--- src/rtl/fetch_exception_sequencer_pkg.sv ---
// fetch_exception_sequencer_pkg: shared vectors, PC increment and privilege state encoding
package fetch_exception_sequencer_pkg;
  localparam logic [31:0] RESET_VEC = 32'h8000_0000;
  localparam logic [31:0] ILL_VEC = 32'h8000_0004;
  localparam logic [31:0] IRQ_VEC = 32'h8000_0008;
  localparam logic [31:0] PC_INC = 32'd4;
  typedef enum logic [1:0] {S_BOOT, S_KERNEL, S_HOLDOFF, S_USER} state_t;
endpackage

--- src/rtl/fetch_exception_sequencer_if.sv ---
// fetch_exception_sequencer_if: pipeline-side handshake bundle of the fetch/exception sequencer
interface fetch_exception_sequencer_if;
  logic stall;
  logic redirect_valid;
  logic [31:0] redirect_pc;
  logic ill_op;
  logic [31:0] ill_pc;
  logic irq_in;
  logic [31:0] pc;
  logic [30:0] rom_addr;
  logic kernel;
  logic exc_take;
  logic [31:0] exc_epc;
  logic flush_ifid;
  logic irq_ack;
  modport master (
    output stall, redirect_valid, redirect_pc, ill_op, ill_pc, irq_in,
    input pc, rom_addr, kernel, exc_take, exc_epc, flush_ifid, irq_ack
  );
  modport slave (
    input stall, redirect_valid, redirect_pc, ill_op, ill_pc, irq_in,
    output pc, rom_addr, kernel, exc_take, exc_epc, flush_ifid, irq_ack
  );
endinterface

--- src/rtl/fetch_exception_sequencer_irq_gate.sv ---
// fetch_exception_sequencer_irq_gate: irq synchroniser, privilege FSM and user-mode hold-off window
module fetch_exception_sequencer_irq_gate
  import fetch_exception_sequencer_pkg::*;
#(
  parameter int HOLDOFF = 3
) (
  input  logic clk,
  input  logic reset,
  input  logic i_irq,
  input  logic i_exc,
  input  logic i_nxt_kernel,
  output logic o_irq_req
);
  state_t r_state;
  logic r_irq_sync;
  logic [3:0] r_cnt;
  always_ff @(posedge clk) begin
    if (reset) begin
      r_state <= S_BOOT;
      r_irq_sync <= 1'b0;
      r_cnt <= 4'd0;
    end else begin
      r_irq_sync <= i_irq;
      case (r_state)
        S_BOOT: r_state <= S_KERNEL;
        S_KERNEL: if (!i_exc && !i_nxt_kernel) begin
          r_state <= S_HOLDOFF;
          r_cnt <= 4'(HOLDOFF);
        end
        S_HOLDOFF: begin
          r_cnt <= r_cnt - 4'd1;
          r_state <= i_exc ? S_KERNEL : (r_cnt == 4'd1) ? S_USER : S_HOLDOFF;
        end
        default: if (i_exc) r_state <= S_KERNEL;
      endcase
    end
  end
  assign o_irq_req = r_irq_sync & (r_state == S_USER);
endmodule

--- src/rtl/fetch_exception_sequencer.sv ---
// fetch_exception_sequencer: next-PC arbitration, exception vectoring and $k0/flush pulse generation
module fetch_exception_sequencer
  import fetch_exception_sequencer_pkg::*;
#(
  parameter int HOLDOFF = 3
) (
  input logic clk,
  input logic reset,
  fetch_exception_sequencer_if.slave bus
);
  logic [31:0] r_pc, r_epc;
  logic r_take, r_ack;
  logic w_irq_req, w_irq_take, w_exc;
  logic [31:0] w_rpc, w_seq, w_nxt;
  assign w_irq_take = w_irq_req & ~bus.stall & ~bus.ill_op;
  assign w_exc = bus.ill_op | w_irq_take;
  // user code may not redirect into kernel space; only exceptions set bit 31
  assign w_rpc = {bus.redirect_pc[31] & r_pc[31], bus.redirect_pc[30:0]};
  assign w_seq = {r_pc[31], r_pc[30:0] + PC_INC[30:0]};
  assign w_nxt = bus.ill_op ? ILL_VEC : w_irq_take ? IRQ_VEC :
                 bus.redirect_valid ? w_rpc : bus.stall ? r_pc : w_seq;
  always_ff @(posedge clk) begin
    if (reset) begin
      r_pc <= RESET_VEC;
      r_epc <= 32'd0;
      r_take <= 1'b0;
      r_ack <= 1'b0;
    end else begin
      r_pc <= w_nxt;
      r_take <= w_exc;
      r_ack <= w_irq_take;
      if (bus.ill_op) r_epc <= bus.ill_pc + PC_INC;
      else if (w_irq_take) r_epc <= (bus.redirect_valid ? w_rpc : r_pc) + PC_INC;
    end
  end
  fetch_exception_sequencer_irq_gate #(.HOLDOFF(HOLDOFF)) u_gate (
    .clk(clk),
    .reset(reset),
    .i_irq(bus.irq_in),
    .i_exc(w_exc),
    .i_nxt_kernel(w_nxt[31]),
    .o_irq_req(w_irq_req)
  );
  assign bus.pc = r_pc;
  assign bus.rom_addr = r_pc[30:0];
  assign bus.kernel = r_pc[31];
  assign bus.exc_take = r_take;
  assign bus.flush_ifid = r_take;
  assign bus.exc_epc = r_epc;
  assign bus.irq_ack = r_ack;
endmodule

--- src/flat_wrapper.sv ---
// flat-port wrapper written by rule: the top's interface ports become plain ports
module fetch_exception_sequencer_flat import fetch_exception_sequencer_pkg::*;
#(
  parameter int HOLDOFF = 3
)
  (clk, reset, bus_stall, bus_redirect_valid, bus_redirect_pc, bus_ill_op, bus_ill_pc, bus_irq_in, bus_pc, bus_rom_addr, bus_kernel, bus_exc_take, bus_exc_epc, bus_flush_ifid, bus_irq_ack);
  fetch_exception_sequencer_if bus_i ();
  input logic clk;
  input logic reset;
  input wire logic [$bits(bus_i.stall)-1:0] bus_stall;
  input wire logic [$bits(bus_i.redirect_valid)-1:0] bus_redirect_valid;
  input wire logic [$bits(bus_i.redirect_pc)-1:0] bus_redirect_pc;
  input wire logic [$bits(bus_i.ill_op)-1:0] bus_ill_op;
  input wire logic [$bits(bus_i.ill_pc)-1:0] bus_ill_pc;
  input wire logic [$bits(bus_i.irq_in)-1:0] bus_irq_in;
  output wire logic [$bits(bus_i.pc)-1:0] bus_pc;
  output wire logic [$bits(bus_i.rom_addr)-1:0] bus_rom_addr;
  output wire logic [$bits(bus_i.kernel)-1:0] bus_kernel;
  output wire logic [$bits(bus_i.exc_take)-1:0] bus_exc_take;
  output wire logic [$bits(bus_i.exc_epc)-1:0] bus_exc_epc;
  output wire logic [$bits(bus_i.flush_ifid)-1:0] bus_flush_ifid;
  output wire logic [$bits(bus_i.irq_ack)-1:0] bus_irq_ack;
  assign bus_i.stall = bus_stall;
  assign bus_i.redirect_valid = bus_redirect_valid;
  assign bus_i.redirect_pc = bus_redirect_pc;
  assign bus_i.ill_op = bus_ill_op;
  assign bus_i.ill_pc = bus_ill_pc;
  assign bus_i.irq_in = bus_irq_in;
  assign bus_pc = bus_i.pc;
  assign bus_rom_addr = bus_i.rom_addr;
  assign bus_kernel = bus_i.kernel;
  assign bus_exc_take = bus_i.exc_take;
  assign bus_exc_epc = bus_i.exc_epc;
  assign bus_flush_ifid = bus_i.flush_ifid;
  assign bus_irq_ack = bus_i.irq_ack;
  fetch_exception_sequencer #(.HOLDOFF(HOLDOFF)) u_core (.clk(clk), .reset(reset), .bus(bus_i));
endmodule
--- config.mk ---
export PLATFORM = sky130hd
export DESIGN_NAME = fetch_exception_sequencer_flat
export DESIGN_NICKNAME = d
export VERILOG_FILES = /design/src/rtl/fetch_exception_sequencer_pkg.sv /design/src/rtl/fetch_exception_sequencer_if.sv /design/src/rtl/fetch_exception_sequencer_irq_gate.sv /design/src/rtl/fetch_exception_sequencer.sv /design/src/flat_wrapper.sv
export SDC_FILE = /design/constraint.sdc
export NUM_CORES = 1
export LEC_CHECK = 0
export BUFFER_PORTS_ARGS = -buffer_cell sky130_fd_sc_hd__clkbuf_2
export CORE_MARGIN = 8
export CORE_UTILIZATION = 51
export CTS_CLUSTER_DIAMETER = 120
export DETAILED_ROUTE_END_ITERATION = 6
export PLACE_DENSITY = 0.81
export SYNTH_ARGS = -nofsm -noshare
export SYNTH_HDL_FRONTEND = slang
export SYNTH_SLANG_ARGS = --single-unit
--- constraint.sdc ---
create_clock -name clk -period 2.6 [get_ports clk]
set_input_delay 0.13 -clock clk [delete_from_list [all_inputs] [get_ports clk]]
set_output_delay 0.13 -clock clk [all_outputs]
set_load 0.02 [all_outputs]
==> results of run 1 <==
## path summary, 6_finish.rpt
path | start | endpoint | slack, ns
worst max register to register | u_core.bus.pc[22] | u_core.bus.exc_epc[31] | 0.22
worst min-delay path | bus_redirect_pc[4] | u_core.bus.pc[4] | 0.02
worst max-delay path | u_core.bus.pc[22] | u_core.bus.exc_epc[31] | 0.22
worst min register to register | u_core.bus.exc_epc[22] | u_core.bus.exc_epc[22] | 0.47
## worst reg2reg max path: stages (launching register included)
cell and delay (ns):
dfxtp_1 0.46, mux2i_1 0.12, o21ai_0 0.32, and4_1 0.45
nand3_2 0.16, or4_1 0.50, a32o_1 0.25
## per-layer routing
layer,global-route usage [%],share of wire (%),vias up
li1,-,-,2410
met1,28.23,42,2313
met2,40.04,48,210
met3,4.913,7.9,33
met4,8.881,2.7,0
met5,0,0,-
## synthesized netlist by cell type (7+ instances only)
cell,n,share of area [%]
inv_1,12,0.93
a211oi_1,25,3.9
a311oi_1,8,1.4
mux2_2,19,4.4
or4_1,7,1.1
nand4_1,13,1.7
xnor2_1,25,4.5
nand3_1,21,2.2
dfxtp_1,73,30
mux2i_1,33,6.8
ha_1,8,2.1
clkbuf_1,20,1.5
a21oi_1,26,2.7
o31ai_1,7,1.1
nor3_1,8,0.83
buf_4,37,5.7
nor4_1,10,1.3
o21ai_0,16,1.7
nor2_1,77,6.0
nand2_1,50,3.9
xor2_1,14,2.5
## area by class of cell
class,count,share of cell area (%)
multi-input cells,435,47.83
flip-flops and latches,73,24.15
repair buffers,218,20.93
clock buffers,12,2.725
well taps,129,2.663
inverters,14,0.8671
clock inverters,4,0.8258
## cell usage in the layout, fill, tap and decap left out, drive strengths merged, types with 5 or more instances in the layout
master	instances
nor3	8
mux2	20
ha	8
nor2	77
a211oi	25
nand2	51
o31ai	7
and2	5
mux2i	33
xor2	14
inv	13
nor4	12
dfxtp	73
a311oi	8
buf	49
or4	7
nand3	22
a21oi	26
o21ai	17
nand4	13
xnor2	25
clkbuf	180
nand2b	6
## kinds of logic (layout without fill, tap and decap cells)
group           after synthesis  in the layout  synth area share (%)
simple gates                227            227                 23.59
compound gates              108            108                 15.51
fa+ha+maj                     8              8                 2.065
xor+xnor                     39             39                 7.047
buf+inv                      82            248                 10.17
flops                        73             73                 30.15
mux                          53             53                 11.46
## stage by stage
stage / total power, uW / utilization [%] / cell area [sq um]
after floorplan: 1890 / - / 4847
after global placement: 2155 / 62.90 / 5812
after detailed placement: 2196 / 62.90 / 5812
after CTS: 3143 / 65.34 / 6037
after global routing: 3289 / 65.59 / 6061
final: 3136 / 65.59 / 6061
## power breakdown
group          leakage (uW)  internal (uW)  total, uW  switching (uW)
combinational       0.00198            378        897             518
sequential         0.000601           1200       1280            81.9
clock              0.000105            521        954             434
## timing repair
item / 4_1_cts / 5_1_grt
setup endpoints to repair: 0 / 6
buffers inserted: 0 / 2
hold buffers: 1 / 0
gates resized for setup: 0 / 3
hold endpoints to repair: 1 / 0
## registers in the layout, indices dropped and copies added, names as in the netlist
name and flops:
u_core.u_gate.r_cnt 4, u_core.bus.exc_epc 32, u_core.bus.irq_ack 1, u_core.u_gate.r_state 2
u_core.bus.pc 32, u_core.u_gate.r_irq_sync 1, u_core.bus.exc_take 1
==> impl_metrics.prom, run 1 <==
# TYPE chip_impl_metric gauge
chip_impl_metric{name="syn_inst",unit=""} 590
chip_impl_info{name="path_delay_family",value="simple AND/OR/NAND/NOR gates"} 1
chip_impl_metric{name="design.core.area",unit="sq um"} 9240
chip_impl_metric{name="hold_ws",unit="ns"} 0.02453
chip_impl_metric{name="drt-pass1-iter-count",unit=""} 5
chip_impl_info{name="critPathCaptureType",value="register"} 1
chip_impl_metric{name="worst_hold_path.num_cells",unit=""} 3
chip_impl_metric{name="cts_made_buffers",unit=""} 9
chip_impl_metric{name="max_clk_rate",unit="MHz"} 420.9
chip_impl_metric{name="rr_worst_depth",unit=""} 6
chip_impl_metric{name="final_critical_path_setup_slack",unit="ns"} 0.2239
chip_impl_metric{name="fillerInstances",unit=""} 800
chip_impl_metric{name="detailroute.via_count",unit=""} 4966
chip_impl_metric{name="numClockSinks",unit=""} 73
chip_impl_metric{name="hpwl",unit="mm"} 12.25
chip_impl_metric{name="synth_nets",unit=""} 668
chip_impl_metric{name="critical_path.n_buffers_inverters",unit=""} 0
chip_impl_metric{name="final.setup_skew",unit="ns"} 0.008682
chip_impl_metric{name="critical_path_arrival",unit="ns"} 2.61
chip_impl_metric{name="area.sequential",unit="sq um"} 1464
chip_impl_info{name="clock-root-buffer",value="clkbuf_8"} 1
chip_impl_metric{name="number_of_synthesized_register_bits",unit=""} 73
chip_impl_metric{name="grt_start_max_net_pins",unit=""} 47
chip_impl_metric{name="drt-wirelength-per-cell",unit="microns"} 17.31
chip_impl_info{name="rsz0062_at_grt",value="false"} 1
chip_impl_metric{name="drc",unit=""} 0
chip_impl_metric{name="total_number_of_yosys_warnings",unit=""} 0
chip_impl_metric{name="synth_edf_count",unit=""} 0
chip_impl_metric{name="final.min_clock_period",unit="ns"} 2.376
chip_impl_metric{name="antenna_found_initial",unit=""} 0
chip_impl_metric{name="initial_core_util",unit="%"} 52.46
chip_impl_metric{name="ant_nets",unit=""} 0
chip_impl_metric{name="worstSetupPathDepth",unit=""} 6
chip_impl_metric{name="multiInputGateArea",unit="sq um"} 2899
chip_impl_metric{name="async_flop_share",unit="%"} 0
chip_impl_metric{name="detail_route.wirelength",unit="mm"} 15.32
chip_impl_metric{name="nNetsFinal",unit=""} 829
chip_impl_metric{name="worstPathRequired",unit="ns"} 2.84
chip_impl_metric{name="die_x",unit="microns"} 113.5
chip_impl_metric{name="first_global_vias",unit=""} 4980
chip_impl_metric{name="grt-ovfl-total",unit=""} 0
chip_impl_metric{name="critical_path_peak_fanout",unit=""} 8
chip_impl_metric{name="routabilityCongestion",unit=""} 0.9410
chip_impl_metric{name="die-area",unit="sq um"} 12880
chip_impl_metric{name="grt_pass1_wl",unit="mm"} 24.70
chip_impl_metric{name="preCtsSetupSlack",unit="ns"} 0.06857
chip_impl_metric{name="dp_cells",unit=""} 866
chip_impl_metric{name="final_cells",unit=""} 885
chip_impl_metric{name="maxCapViolations",unit=""} 0
chip_impl_metric{name="power_per_cell_area",unit="nW/um^2"} 517.4
chip_impl_info{name="cpMaxStageDelayCell",value="or4_1"} 1
chip_impl_metric{name="via_per_inst",unit=""} 5.611
chip_impl_metric{name="normalized_max_slew_margin",unit="%"} 38.80
chip_impl_info{name="outcome",value="finished, final reports clean"} 1
chip_impl_info{name="worstSetupStartpointType",value="register"} 1
chip_impl_metric{name="yosysUniqueCellTypes",unit=""} 65
chip_impl_metric{name="avg_inst_size_synth",unit="sq um"} 8.216
chip_impl_metric{name="cts.reportedPaths.clkPinSlew",unit="ns"} 0.08
chip_impl_metric{name="port_buffers",unit=""} 168
chip_impl_info{name="path_class",value="register to register"} 1
chip_impl_metric{name="grt_util_all_layers",unit="%"} 23.45
chip_impl_metric{name="initialDrtViolationCount",unit=""} 274
chip_impl_metric{name="worst_tran_pin_value",unit="ns"} 0.9180
chip_impl_metric{name="final_hold_viol_count",unit=""} 0
chip_impl_metric{name="yosysSeqAreaShare",unit="%"} 30.15
chip_impl_info{name="crit_path_cell_trace",value="mux2i_1, o21ai_0, and4_1, nand3_2, or4_1, a32o_1"} 1
chip_impl_info{name="synth-main-ff-cell",value="dfxtp_1"} 1
chip_impl_metric{name="cts-root-to-sink-buffers",unit=""} 2
chip_impl_info{name="tritoncts",value="built"} 1
chip_impl_metric{name="power_leakage",unit="uW"} 0.002687
chip_impl_info{name="hold_class",value="input pin to register"} 1
chip_impl_metric{name="slew_viol_final",unit=""} 0
chip_impl_metric{name="htree_levels",unit=""} 3
chip_impl_metric{name="clk_latency",unit="ns"} 0.34
chip_impl_metric{name="drive_gt1_share",unit="%"} 35.19
chip_impl_metric{name="design.portCount",unit=""} 169
chip_impl_metric{name="ir_drop",unit="V"} 0.0004283
chip_impl_metric{name="diodes",unit=""} 0
chip_impl_metric{name="syn_to_final_growth",unit="%"} 25.04
chip_impl_metric{name="crit_path_max_incr_delay",unit="ns"} 0.50
chip_impl_metric{name="core.rowCount",unit=""} 35
chip_impl_metric{name="floorplan.die.height",unit="microns"} 113.5
chip_impl_metric{name="period_utilization_post_route",unit="%"} 91.39
chip_impl_metric{name="finalSetupViolCount",unit=""} 0
chip_impl_metric{name="setup-tns-final",unit="ns"} 0
chip_impl_metric{name="synth_area",unit="sq um"} 4847
Power figures use the tool's default switching activity.
==> inputs of run 2 (changes only) <==
--- a/config.mk
+++ b/config.mk
@@ -5,12 +5,12 @@
 export SDC_FILE = /design/constraint.sdc
 export NUM_CORES = 1
 export LEC_CHECK = 0
-export BUFFER_PORTS_ARGS = -buffer_cell sky130_fd_sc_hd__clkbuf_2
 export CORE_MARGIN = 8
-export CORE_UTILIZATION = 51
+export CORE_UTILIZATION = 64
 export CTS_CLUSTER_DIAMETER = 120
 export DETAILED_ROUTE_END_ITERATION = 6
-export PLACE_DENSITY = 0.81
+export DONT_BUFFER_PORTS = 1
+export PLACE_DENSITY = 0.8
 export SYNTH_ARGS = -nofsm -noshare
 export SYNTH_HDL_FRONTEND = slang
 export SYNTH_SLANG_ARGS = --single-unit
==> impl_metrics.prom, run 2 (same netlist as run 1, synthesis figures left out) <==
# TYPE chip_impl_metric gauge
chip_impl_info{name="outcome",value="finished, final reports clean"} 1
chip_impl_metric{name="utilization",unit="%"} 74.83
chip_impl_metric{name="antenna_found_initial",unit=""} 1
chip_impl_metric{name="first_global_vias",unit=""} 4466
chip_impl_metric{name="core.rowCount",unit=""} 31
chip_impl_metric{name="critical_path_peak_fanout",unit=""} 6
chip_impl_metric{name="design.portCount",unit=""} 169
chip_impl_metric{name="worstPathRequired",unit="ns"} 2.86
chip_impl_metric{name="cts_made_buffers",unit=""} 9
chip_impl_metric{name="finish.instance_area",unit="sq um"} 5456
chip_impl_metric{name="routabilityCongestion",unit=""} 0.9362
chip_impl_info{name="hold_class",value="input pin to register"} 1
chip_impl_metric{name="grt_start_max_net_pins",unit=""} 50
chip_impl_metric{name="critical_path_arrival",unit="ns"} 2.63
chip_impl_metric{name="htree_levels",unit=""} 3
chip_impl_metric{name="drt-wirelength-per-cell",unit="microns"} 20.69
chip_impl_metric{name="drt-pass1-iter-count",unit=""} 5
chip_impl_metric{name="power_leakage",unit="uW"} 0.002094
chip_impl_metric{name="via_per_inst",unit=""} 6.261
chip_impl_info{name="worstSetupStartpointType",value="register"} 1
chip_impl_metric{name="clk_latency",unit="ns"} 0.36
chip_impl_metric{name="detailroute.via_count",unit=""} 4514
chip_impl_info{name="mostFrequentLayoutCell",value="nor2_1"} 1
chip_impl_metric{name="diodes",unit=""} 0
chip_impl_metric{name="final_hold_viol_count",unit=""} 0
chip_impl_metric{name="dpl_cell_area",unit="sq um"} 4898
chip_impl_metric{name="numClockSinks",unit=""} 73
chip_impl_metric{name="drc",unit=""} 0
chip_impl_info{name="critPathCaptureType",value="register"} 1
chip_impl_metric{name="worst_tran_pin_value",unit="ns"} 0.9278
chip_impl_metric{name="final.min_clock_period",unit="ns"} 2.377
chip_impl_metric{name="max_clk_rate",unit="MHz"} 420.7
chip_impl_metric{name="grt_pass1_wl",unit="mm"} 23.34
chip_impl_metric{name="power_per_cell_area",unit="nW/um^2"} 542.6
chip_impl_metric{name="ant_nets",unit=""} 0
chip_impl_metric{name="final_critical_path_setup_slack",unit="ns"} 0.2230
chip_impl_metric{name="design.core.area",unit="sq um"} 7292
chip_impl_info{name="clock-root-buffer",value="clkbuf_8"} 1
chip_impl_info{name="rsz0062_at_grt",value="false"} 1
chip_impl_metric{name="normalized_max_slew_margin",unit="%"} 38.15
chip_impl_metric{name="cts.reportedPaths.clkPinSlew",unit="ns"} 0.08
chip_impl_metric{name="final.setup_skew",unit="ns"} 0.01182
chip_impl_info{name="path_class",value="register to register"} 1
chip_impl_metric{name="floorplan.die.height",unit="microns"} 103.0
chip_impl_metric{name="final_cells",unit=""} 721
chip_impl_metric{name="ir_drop",unit="V"} 0.0005384
chip_impl_metric{name="slew_viol_final",unit=""} 0
chip_impl_info{name="layout.cells.most_common_list",value="nor2_1 (77), dfxtp_1 (73), nand2_1 (50), buf_4 (49)"} 1
chip_impl_metric{name="syn_to_final_growth",unit="%"} 12.57
chip_impl_metric{name="buffers_inserted_by_post_cts_timing_repair",unit=""} 0
chip_impl_metric{name="die_x",unit="microns"} 103.0
chip_impl_metric{name="port_buffers",unit=""} 0
chip_impl_metric{name="grt_util_all_layers",unit="%"} 28.38
chip_impl_metric{name="dp_cells",unit=""} 670
chip_impl_metric{name="maxCapViolations",unit=""} 0
chip_impl_metric{name="cts-root-to-sink-buffers",unit=""} 2
chip_impl_metric{name="period_utilization_post_route",unit="%"} 91.42
chip_impl_metric{name="initial_core_util",unit="%"} 66.47
chip_impl_metric{name="setup-tns-final",unit="ns"} 0
chip_impl_metric{name="die-area",unit="sq um"} 10610
chip_impl_metric{name="drive_gt1_share",unit="%"} 15.43
chip_impl_metric{name="finalSetupViolCount",unit=""} 0
chip_impl_metric{name="hpwl",unit="mm"} 10.56
chip_impl_metric{name="preCtsSetupSlack",unit="ns"} 0.2653
chip_impl_metric{name="initialDrtViolationCount",unit=""} 315
chip_impl_info{name="tritoncts",value="built"} 1
chip_impl_metric{name="nNetsFinal",unit=""} 695
chip_impl_metric{name="grt-ovfl-total",unit=""} 0
chip_impl_metric{name="detail_route.wirelength",unit="mm"} 14.92
-- run 2: metrics by stage --
stage	hold WS [ns]	power [uW]
2_1_floorplan	0.2582	1890
3_3_place_gp	0.2136	1966
3_5_place_dp	0.2136	1999
4_1_cts	0.0007354	2949
5_1_grt	0.007732	3098
6_report	0.01039	2960
-- run 2: final cells by class --
cell class,instances,area (sq um)
repair buffers,84,730.7
multi-input cells,435,2893
clock inverters,6,57.56
well taps,99,123.9
inverters,14,52.55
flip-flops and latches,73,1461
clock buffers,10,137.6
fillers,559,1836
-- run 2: worst paths after layout --
kind | from | end | slack (ns) | depth (start not counted)
setup / recovery | u_core.bus.pc[17] | u_core.bus.exc_epc[30] | 0.22 | 7
hold / removal | bus_ill_op | u_core.bus.exc_epc[0] | 0.01 | 3
setup reg to reg | u_core.bus.pc[17] | u_core.bus.exc_epc[30] | 0.22 | 7
hold reg to reg | u_core.u_gate.r_state[1] | u_core.u_gate.r_state[1] | 0.51 | 2
-- run 2: power by group --
group          switching, uW  internal [uW]  total, uW
logic                    406            314        721
clock network            453            463        916
registers                121           1200       1320
total                    981           1980       2960
-- run 2: layer usage --
layer	up-vias	wire length [microns]	track usage, %
met3	36	1580	9.386
met5	-	0	0
met4	0	501	12.24
met1	2108	5531	30.42
met2	240	7306	49.78
li1	2130	-	-
-- run 2: critical path: stages, from the launching register on --
cell and delay, ns:
dfxtp_1 0.34, mux2i_1 0.07, o21ai_0 0.31, nor4b_2 0.31, buf_4 0.20, nand4_1 0.22, or4_1 0.53, a311oi_1 0.29
-- run 2: repair_timing --
action | in CTS | in global routing
endpoints found under the hold margin | 64 | 0
setup endpoints to repair | 0 | 12
resized for setup | 0 | 1
hold buffers | 35 | 0
